File: src/rtl/apb_pkg.sv
// Shared APB definitions: bus widths, completer FSM states and the latched request.
package apb_pkg;

    localparam int APB_ADDR_W = 32;
    localparam int APB_DATA_W = 32;
    localparam int APB_STRB_W = 4;

    typedef enum logic [1:0] {
        IDLE   = 2'd0,
        SETUP  = 2'd1,
        ACCESS = 2'd2
    } apb_state_t;

    typedef struct packed {
        logic [APB_ADDR_W-1:0] addr;
        logic [APB_DATA_W-1:0] wdata;
        logic [APB_STRB_W-1:0] strb;
        logic                  write;
    } apb_req_t;

endpackage

File: src/rtl/apb_slave_regfile_if.sv
// APB bus bundle between a requester and the register-file completer.
interface apb_slave_regfile_if;
    import apb_pkg::*;

    logic                  psel;
    logic                  penable;
    logic                  pwrite;
    logic [APB_ADDR_W-1:0] paddr;
    logic [APB_DATA_W-1:0] pwdata;
    logic [APB_STRB_W-1:0] pstrb;
    logic [APB_DATA_W-1:0] prdata;
    logic                  pready;
    logic                  pslverr;

    modport master (
        output psel, penable, pwrite, paddr, pwdata, pstrb,
        input  prdata, pready, pslverr
    );

    modport slave (
        input  psel, penable, pwrite, paddr, pwdata, pstrb,
        output prdata, pready, pslverr
    );

endinterface

File: src/rtl/apb_reg_bank.sv
// Purpose: NUM_REGS-1 read/write words with per-byte write enables.
// Latency: write lands on the clock edge with we=1; read is combinational.
// Backpressure: none, always accepts.
module apb_reg_bank
    import apb_pkg::*;
#(
    parameter  int NUM_REGS = 8,
    localparam int IDX_W    = $clog2(NUM_REGS)
) (
    input  logic                  pclk,
    input  logic                  preset,
    input  logic                  we,
    input  logic [IDX_W-1:0]      widx,
    input  logic [APB_DATA_W-1:0] wdata,
    input  logic [APB_STRB_W-1:0] wstrb,
    input  logic [IDX_W-1:0]      ridx,
    output logic [APB_DATA_W-1:0] rdata
);

    localparam int NUM_RW = NUM_REGS - 1;

    logic [APB_DATA_W-1:0] regs [NUM_RW];

    always_ff @(posedge pclk or posedge preset) begin
        if (preset) begin
            for (int i = 0; i < NUM_RW; i++) begin
                regs[i] <= '0;
            end
        end else if (we) begin
            for (int i = 0; i < NUM_RW; i++) begin
                if (widx == IDX_W'(i)) begin
                    for (int b = 0; b < APB_STRB_W; b++) begin
                        if (wstrb[b]) begin
                            regs[i][8*b +: 8] <= wdata[8*b +: 8];
                        end
                    end
                end
            end
        end
    end

    // The top index belongs to the transfer counter, so it reads as zero here.
    always_comb begin
        rdata = '0;
        for (int i = 0; i < NUM_RW; i++) begin
            if (ridx == IDX_W'(i)) begin
                rdata = regs[i];
            end
        end
    end

endmodule

File: src/rtl/apb_slave_regfile.sv
// Purpose: APB completer with a strobed register bank and a read-only transfer counter.
// Latency: SETUP cycle, then pready in the (WAIT_CYCLES+1)th ACCESS cycle.
// Backpressure: holds pready low for WAIT_CYCLES; psel drop in ACCESS aborts the transfer.
module apb_slave_regfile
    import apb_pkg::*;
#(
    parameter int NUM_REGS    = 8,
    parameter int WAIT_CYCLES = 1
) (
    input  logic                pclk,
    input  logic                preset,
    apb_slave_regfile_if.slave  apb
);

    localparam int              IDX_W   = $clog2(NUM_REGS);
    localparam logic [IDX_W-1:0] CNT_IDX = IDX_W'(NUM_REGS - 1);

    apb_state_t            state;
    apb_req_t              req_q;
    logic [3:0]            wait_cnt;
    logic [APB_DATA_W-1:0] xfer_cnt;

    logic [IDX_W-1:0]      idx;
    logic                  err;
    logic                  rdy;
    logic                  done;
    logic [APB_DATA_W-1:0] bank_rdata;
    logic [APB_DATA_W-1:0] rd_val;

    assign idx  = req_q.addr[IDX_W+1:2];
    assign err  = (req_q.addr[1:0] != 2'b00)
               || (req_q.addr >= APB_ADDR_W'(NUM_REGS * 4))
               || (req_q.write && (idx == CNT_IDX));
    assign rdy  = (state == ACCESS) && (wait_cnt == 4'd0);
    assign done = rdy && apb.psel && apb.penable;

    always_ff @(posedge pclk or posedge preset) begin
        if (preset) begin
            state    <= IDLE;
            req_q    <= '0;
            wait_cnt <= '0;
            xfer_cnt <= '0;
        end else begin
            case (state)
                IDLE: begin
                    if (apb.psel && !apb.penable) begin
                        state <= SETUP;
                    end
                end
                SETUP: begin
                    req_q.addr  <= apb.paddr;
                    req_q.wdata <= apb.pwdata;
                    req_q.strb  <= apb.pstrb;
                    req_q.write <= apb.pwrite;
                    wait_cnt    <= 4'(WAIT_CYCLES);
                    state       <= ACCESS;
                end
                ACCESS: begin
                    if (!apb.psel) begin
                        state <= IDLE;
                    end else begin
                        if (wait_cnt != 4'd0) begin
                            wait_cnt <= wait_cnt - 4'd1;
                        end
                        if (done) begin
                            state    <= IDLE;
                            xfer_cnt <= xfer_cnt + 32'd1;
                        end
                    end
                end
                default: state <= IDLE;
            endcase
        end
    end

    apb_reg_bank #(
        .NUM_REGS (NUM_REGS)
    ) u_bank (
        .pclk   (pclk),
        .preset (preset),
        .we     (done && req_q.write && !err),
        .widx   (idx),
        .wdata  (req_q.wdata),
        .wstrb  (req_q.strb),
        .ridx   (idx),
        .rdata  (bank_rdata)
    );

    // Outputs decode only flops, so reset forces them low without waiting for a clock.
    assign rd_val      = (idx == CNT_IDX) ? xfer_cnt : bank_rdata;
    assign apb.pready  = rdy;
    assign apb.pslverr = rdy && err;
    assign apb.prdata  = (rdy && !req_q.write && !err) ? rd_val : '0;

endmodule

File: src/flat_wrapper.sv
// flat-port wrapper written by rule: the top's interface ports become plain ports
module apb_slave_regfile_flat import apb_pkg::*;
#(
    parameter int NUM_REGS    = 8,
    parameter int WAIT_CYCLES = 1
)
  (pclk, preset, apb_psel, apb_penable, apb_pwrite, apb_paddr, apb_pwdata, apb_pstrb, apb_prdata, apb_pready, apb_pslverr);
  apb_slave_regfile_if apb_i ();
  input  logic pclk;
  input  logic preset;
  input wire logic [$bits(apb_i.psel)-1:0] apb_psel;
  input wire logic [$bits(apb_i.penable)-1:0] apb_penable;
  input wire logic [$bits(apb_i.pwrite)-1:0] apb_pwrite;
  input wire logic [$bits(apb_i.paddr)-1:0] apb_paddr;
  input wire logic [$bits(apb_i.pwdata)-1:0] apb_pwdata;
  input wire logic [$bits(apb_i.pstrb)-1:0] apb_pstrb;
  output wire logic [$bits(apb_i.prdata)-1:0] apb_prdata;
  output wire logic [$bits(apb_i.pready)-1:0] apb_pready;
  output wire logic [$bits(apb_i.pslverr)-1:0] apb_pslverr;
  assign apb_i.psel = apb_psel;
  assign apb_i.penable = apb_penable;
  assign apb_i.pwrite = apb_pwrite;
  assign apb_i.paddr = apb_paddr;
  assign apb_i.pwdata = apb_pwdata;
  assign apb_i.pstrb = apb_pstrb;
  assign apb_prdata = apb_i.prdata;
  assign apb_pready = apb_i.pready;
  assign apb_pslverr = apb_i.pslverr;
  apb_slave_regfile #(.NUM_REGS(NUM_REGS), .WAIT_CYCLES(WAIT_CYCLES)) u_core (.pclk(pclk), .preset(preset), .apb(apb_i));
endmodule
File: config.mk
export PLATFORM = sky130hd
export DESIGN_NAME = apb_slave_regfile_flat
export DESIGN_NICKNAME = d
export VERILOG_FILES = /design/src/rtl/apb_pkg.sv /design/src/rtl/apb_slave_regfile_if.sv /design/src/rtl/apb_reg_bank.sv /design/src/rtl/apb_slave_regfile.sv /design/src/flat_wrapper.sv
export SDC_FILE = /design/constraint.sdc
export NUM_CORES = 1
export LEC_CHECK = 0
export BUFFER_PORTS_ARGS = -buffer_cell sky130_fd_sc_hd__buf_2
export CAP_MARGIN = 5
export CORE_MARGIN = 3
export CORE_UTILIZATION = 30
export DETAILED_ROUTE_END_ITERATION = 6
export HOLD_SLACK_MARGIN = 0.05
export PLACE_DENSITY = 0.57
export SYNTH_ARGS = -nofsm -noshare
export SYNTH_HDL_FRONTEND = slang
export SYNTH_SLANG_ARGS = --single-unit
export TNS_END_PERCENT = 50
File: constraint.sdc
create_clock -name pclk -period 14.07 [get_ports pclk]
set_clock_uncertainty 0.15 [all_clocks]
set_input_delay 0.7035 -clock pclk [delete_from_list [all_inputs] [get_ports pclk]]
set_output_delay 0.7035 -clock pclk [all_outputs]
set_load 0.01 [all_outputs]
==> key figures <==
Layout
  – Proportion of layout cells with a drive suffix above 1: 0.381
  – Nets@finish: 1381
  – Commonest non-fill, non-tap cells in the layout: 328 x dfrtp_1, 238 x nand2_1, 202 x mux2_2
  – FILL cells: 4957
  – Final Cell Area: 17900 sq um
  – Commonest non-fill, non-tap cell in the layout: dfrtp_1
  – Synthesis-to-layout area growth: 16.2%

Placement
  – HPWL after detailed placement: 25.1 mm
  – Gp weighted congestion: 0.785
  – DP Worst Slack: 9880 ps
  – PortBufs: 106
  – Dpl cell area: 16600 sq um

Clock network
  – Clk root buf: clkbuf_16
  – Num Clock Sinks: 331
  – Clk_lat worst skew: 550 ps
  – Setup Fix Bufs, Post-CTS: 0
  – Clock-pin slew on the worst setup and hold paths: 60 ps
  – Htree depth: 2
  – Cts bufs inserted: 39
  – CTS tree: built
  – Resized cells post-CTS: 0
  – Max clock buf depth: 3
  – Hold-fix buffers at CTS: 0

Timing
  – RSZ-0062 raised after global routing: false
  – Worst hold slack: 90.6 ps
  – Fin worst setup slack: 9350 ps
  – Achievable frequency: 212 MHz
  – Final Slew Violations: 0
  – Setup TNS: 0 ps
  – Crit share post-route: 0.336
  – Slew Limit Headroom: 0.195
  – Final setup viols: 0
  – Min cycle time layout: 4720 ps
  – Measured slew at the worst slew-check pin: 1210 ps
  – Final Hold Fails: 0

Synth
  – Sequential area share after synthesis: 0.538
  – Warnings from Yosys: 0
  – Flops & latches, synth: 331
  – Asr flop ratio synth: 1.00
  – Post-synth EDFFs: 0
  – Gate Count Post-Synth: 1207
  – Post-synthesis net count: 1282
  – Post-synth cell types: 53
  – Mean Syn Cell Area: 12.8 sq um
  – Synthesized cell area: 15400 sq um
  – Synth Flop Type: dfrtp_1

Global route
  – Busiest layer in global routing: met2
  – Remaining global-route overflow: 0
  – Tot GR Track Use: 0.146
  – Initial antenna violation count: 11
  – Largest net degree at the start of global routing: 189
  – Number of global-route vias before repair: 10200
  – Met3 Usage GRT: 0.0458
  – First-pass GRT wire length: 60.9 mm
  – Grt met2 use: 0.226
  – M1 GR Usage: 0.195

Route
  – Post-DRT Antenna Nets: 0
  – DR WL/cell: 19.3 microns
  – Drt total wl: 38.7 mm
  – 1st-iter DRT viols: 553
  – Vias: 9739
  – Via/cell ratio: 4.85
  – Iteration count of the initial detailed-routing pass: 5
  – Drt drc: 0

Floorplanning
  – Site row count: 82
  – I/O Pins: 107
  – Die width: 233 microns
  – Core Region: 50500 sq um
  – Initial Util: 0.305
  – Die Span Y: 233 microns
  – Die area: 54100 sq um

Critical path
  – CP required: 13220 ps
  – Critical Path, Cell by Cell: inv_2, nand2_1, buf_4, o22ai_1, a2111oi_0, buf_2
  – Crit path kind: flip-flop to primary output
  – Crit. End Element: primary output
  – Critical path launch point type: flip-flop
  – Cell with the largest stage delay on the worst path: dfrtp_2
  – Crit path max fanout: 29
  – CP delay by family, top: buffers and inverters
  – Worst path bufs/invs: 3
  – CP arrival: 3870 ps
  – Worst path max stage delay: 830 ps

Outcome
  – Status: completed

Run
  – Max Cap Viol: 0

Power and ir drop
  – Leakage: 8.71 nW
  – Peak supply drop: 0.0766 mV
  – Cell area power density: 145 nW/um^2

Min path
  – Hold/Removal Path Class: input pin to asynchronous set/reset pin
==> Yosys cell counts, types with 3 or more instances <==
cell type / number / area (sq um)
dfrtp_1: 331 / 8280
nand2_1: 238 / 893
mux2_2: 202 / 2270
nor2_1: 56 / 210
mux2_4: 48 / 721
clkbuf_1: 32 / 120
mux4_2: 31 / 698
xnor2_1: 25 / 219
o22ai_1: 23 / 144
nand3_4: 20 / 350
buf_2: 19 / 95.1
a2111oi_0: 17 / 149
o21ai_0: 17 / 85.1
nand3_1: 15 / 75.1
nand4_1: 11 / 68.8
mux2i_1: 10 / 100
and4_1: 9 / 78.8
nand3_2: 9 / 90.1
nor4_1: 8 / 50.1
xor2_1: 8 / 70.1
a21oi_1: 7 / 35.0
a2111oi_1: 6 / 60.1
and2_1: 6 / 37.5
a211oi_1: 5 / 37.5
and3_1: 5 / 31.3
inv_1: 5 / 18.8
o221ai_1: 5 / 43.8
buf_1: 4 / 15.0
nor2_2: 3 / 18.8
nor3_1: 3 / 15.0
==> routing by layer <==
layer | wire length (microns) | part of all wire
met3 | 2630 | 0.068
met5 | 110 | 0.0028
met2 | 17700 | 0.46
met1 | 17300 | 0.45
met4 | 1050 | 0.027
==> path summary, 6_finish.rpt <==
check / from / endpoint / slack [ps] / depth (start not counted)
min in group pclk: apb_pwdata[17] / u_core.req_q[22] / 190 / 3
hold reg to reg: u_core.req_q[37] / u_core.req_q[37] / 320 / 2
hold / removal: preset / u_core.u_bank.regs[83] / 90 / 2
setup reg to reg: u_core.idx[1] / u_core.u_bank.regs[11] / 10310 / 5
max in group asynchronous: preset / u_core.u_bank.regs[141] / 11500 / 4
setup / recovery: u_core.idx[0] / apb_prdata[11] / 9350 / 6
==> where the power goes <==
part | internal (W) | switching (W)
logic | 0.000145 | 0.000279
registers | 0.00104 | 0.000136
clock network | 0.000605 | 0.000399
==> cell type report <==
class / count / area (sq um) / area share
sequential: 331 / 8290 / 0.463
antenna: 2 / 5.00 / 0.000280
timing repair buffer: 117 / 626 / 0.0350
tap: 672 / 841 / 0.0470
inverter: 7 / 33.8 / 0.00189
multi-input combinational: 810 / 6820 / 0.381
clock inverter: 7 / 75.1 / 0.00419
clock buffer: 63 / 1210 / 0.0675
==> cell families (layout without fill, tap and decap cells) <==
group / count (synthesis) / after routing / share of synthesized area
compound gates: 83 / 83 / 0.0374
buf+inv: 66 / 194 / 0.0205
mux: 291 / 291 / 0.246
fa+ha+maj: 2 / 2 / 0.00162
other cells: 0 / 2 / 0
simple gates: 401 / 401 / 0.138
flops: 331 / 331 / 0.538
xor+xnor: 33 / 33 / 0.0188
==> state kept, by name, indices dropped and copies added (netlist names) <==
name                cells
u_core.idx              3
u_core.req_q           66
u_core.state            2
u_core.u_bank.regs    224
u_core.wait_cnt         4
u_core.xfer_cnt        32
==> worst register-to-register path, cell delays in order, from the launching register on <==
cell     delay, ps
dfrtp_4        630
buf_4          450
nand4_1        300
and4_2        1090
nand3_2        590
mux2_2         430
==> stage by stage <==
| stage | total power (W) | util | cells |
|---|---|---|---|
| 3_5_place_dp | 0.00162 | 0.329 | 1937 |
| 6_report | 0.00260 | 0.355 | 2009 |
| 2_1_floorplan | 0.00146 | - | 1207 |
| 3_3_place_gp | 0.00161 | 0.329 | 1937 |
| 5_1_grt | 0.00275 | 0.354 | 2007 |
| 4_1_cts | 0.00264 | 0.354 | 2007 |
Note: power is estimated with default switching activity, not from simulation.
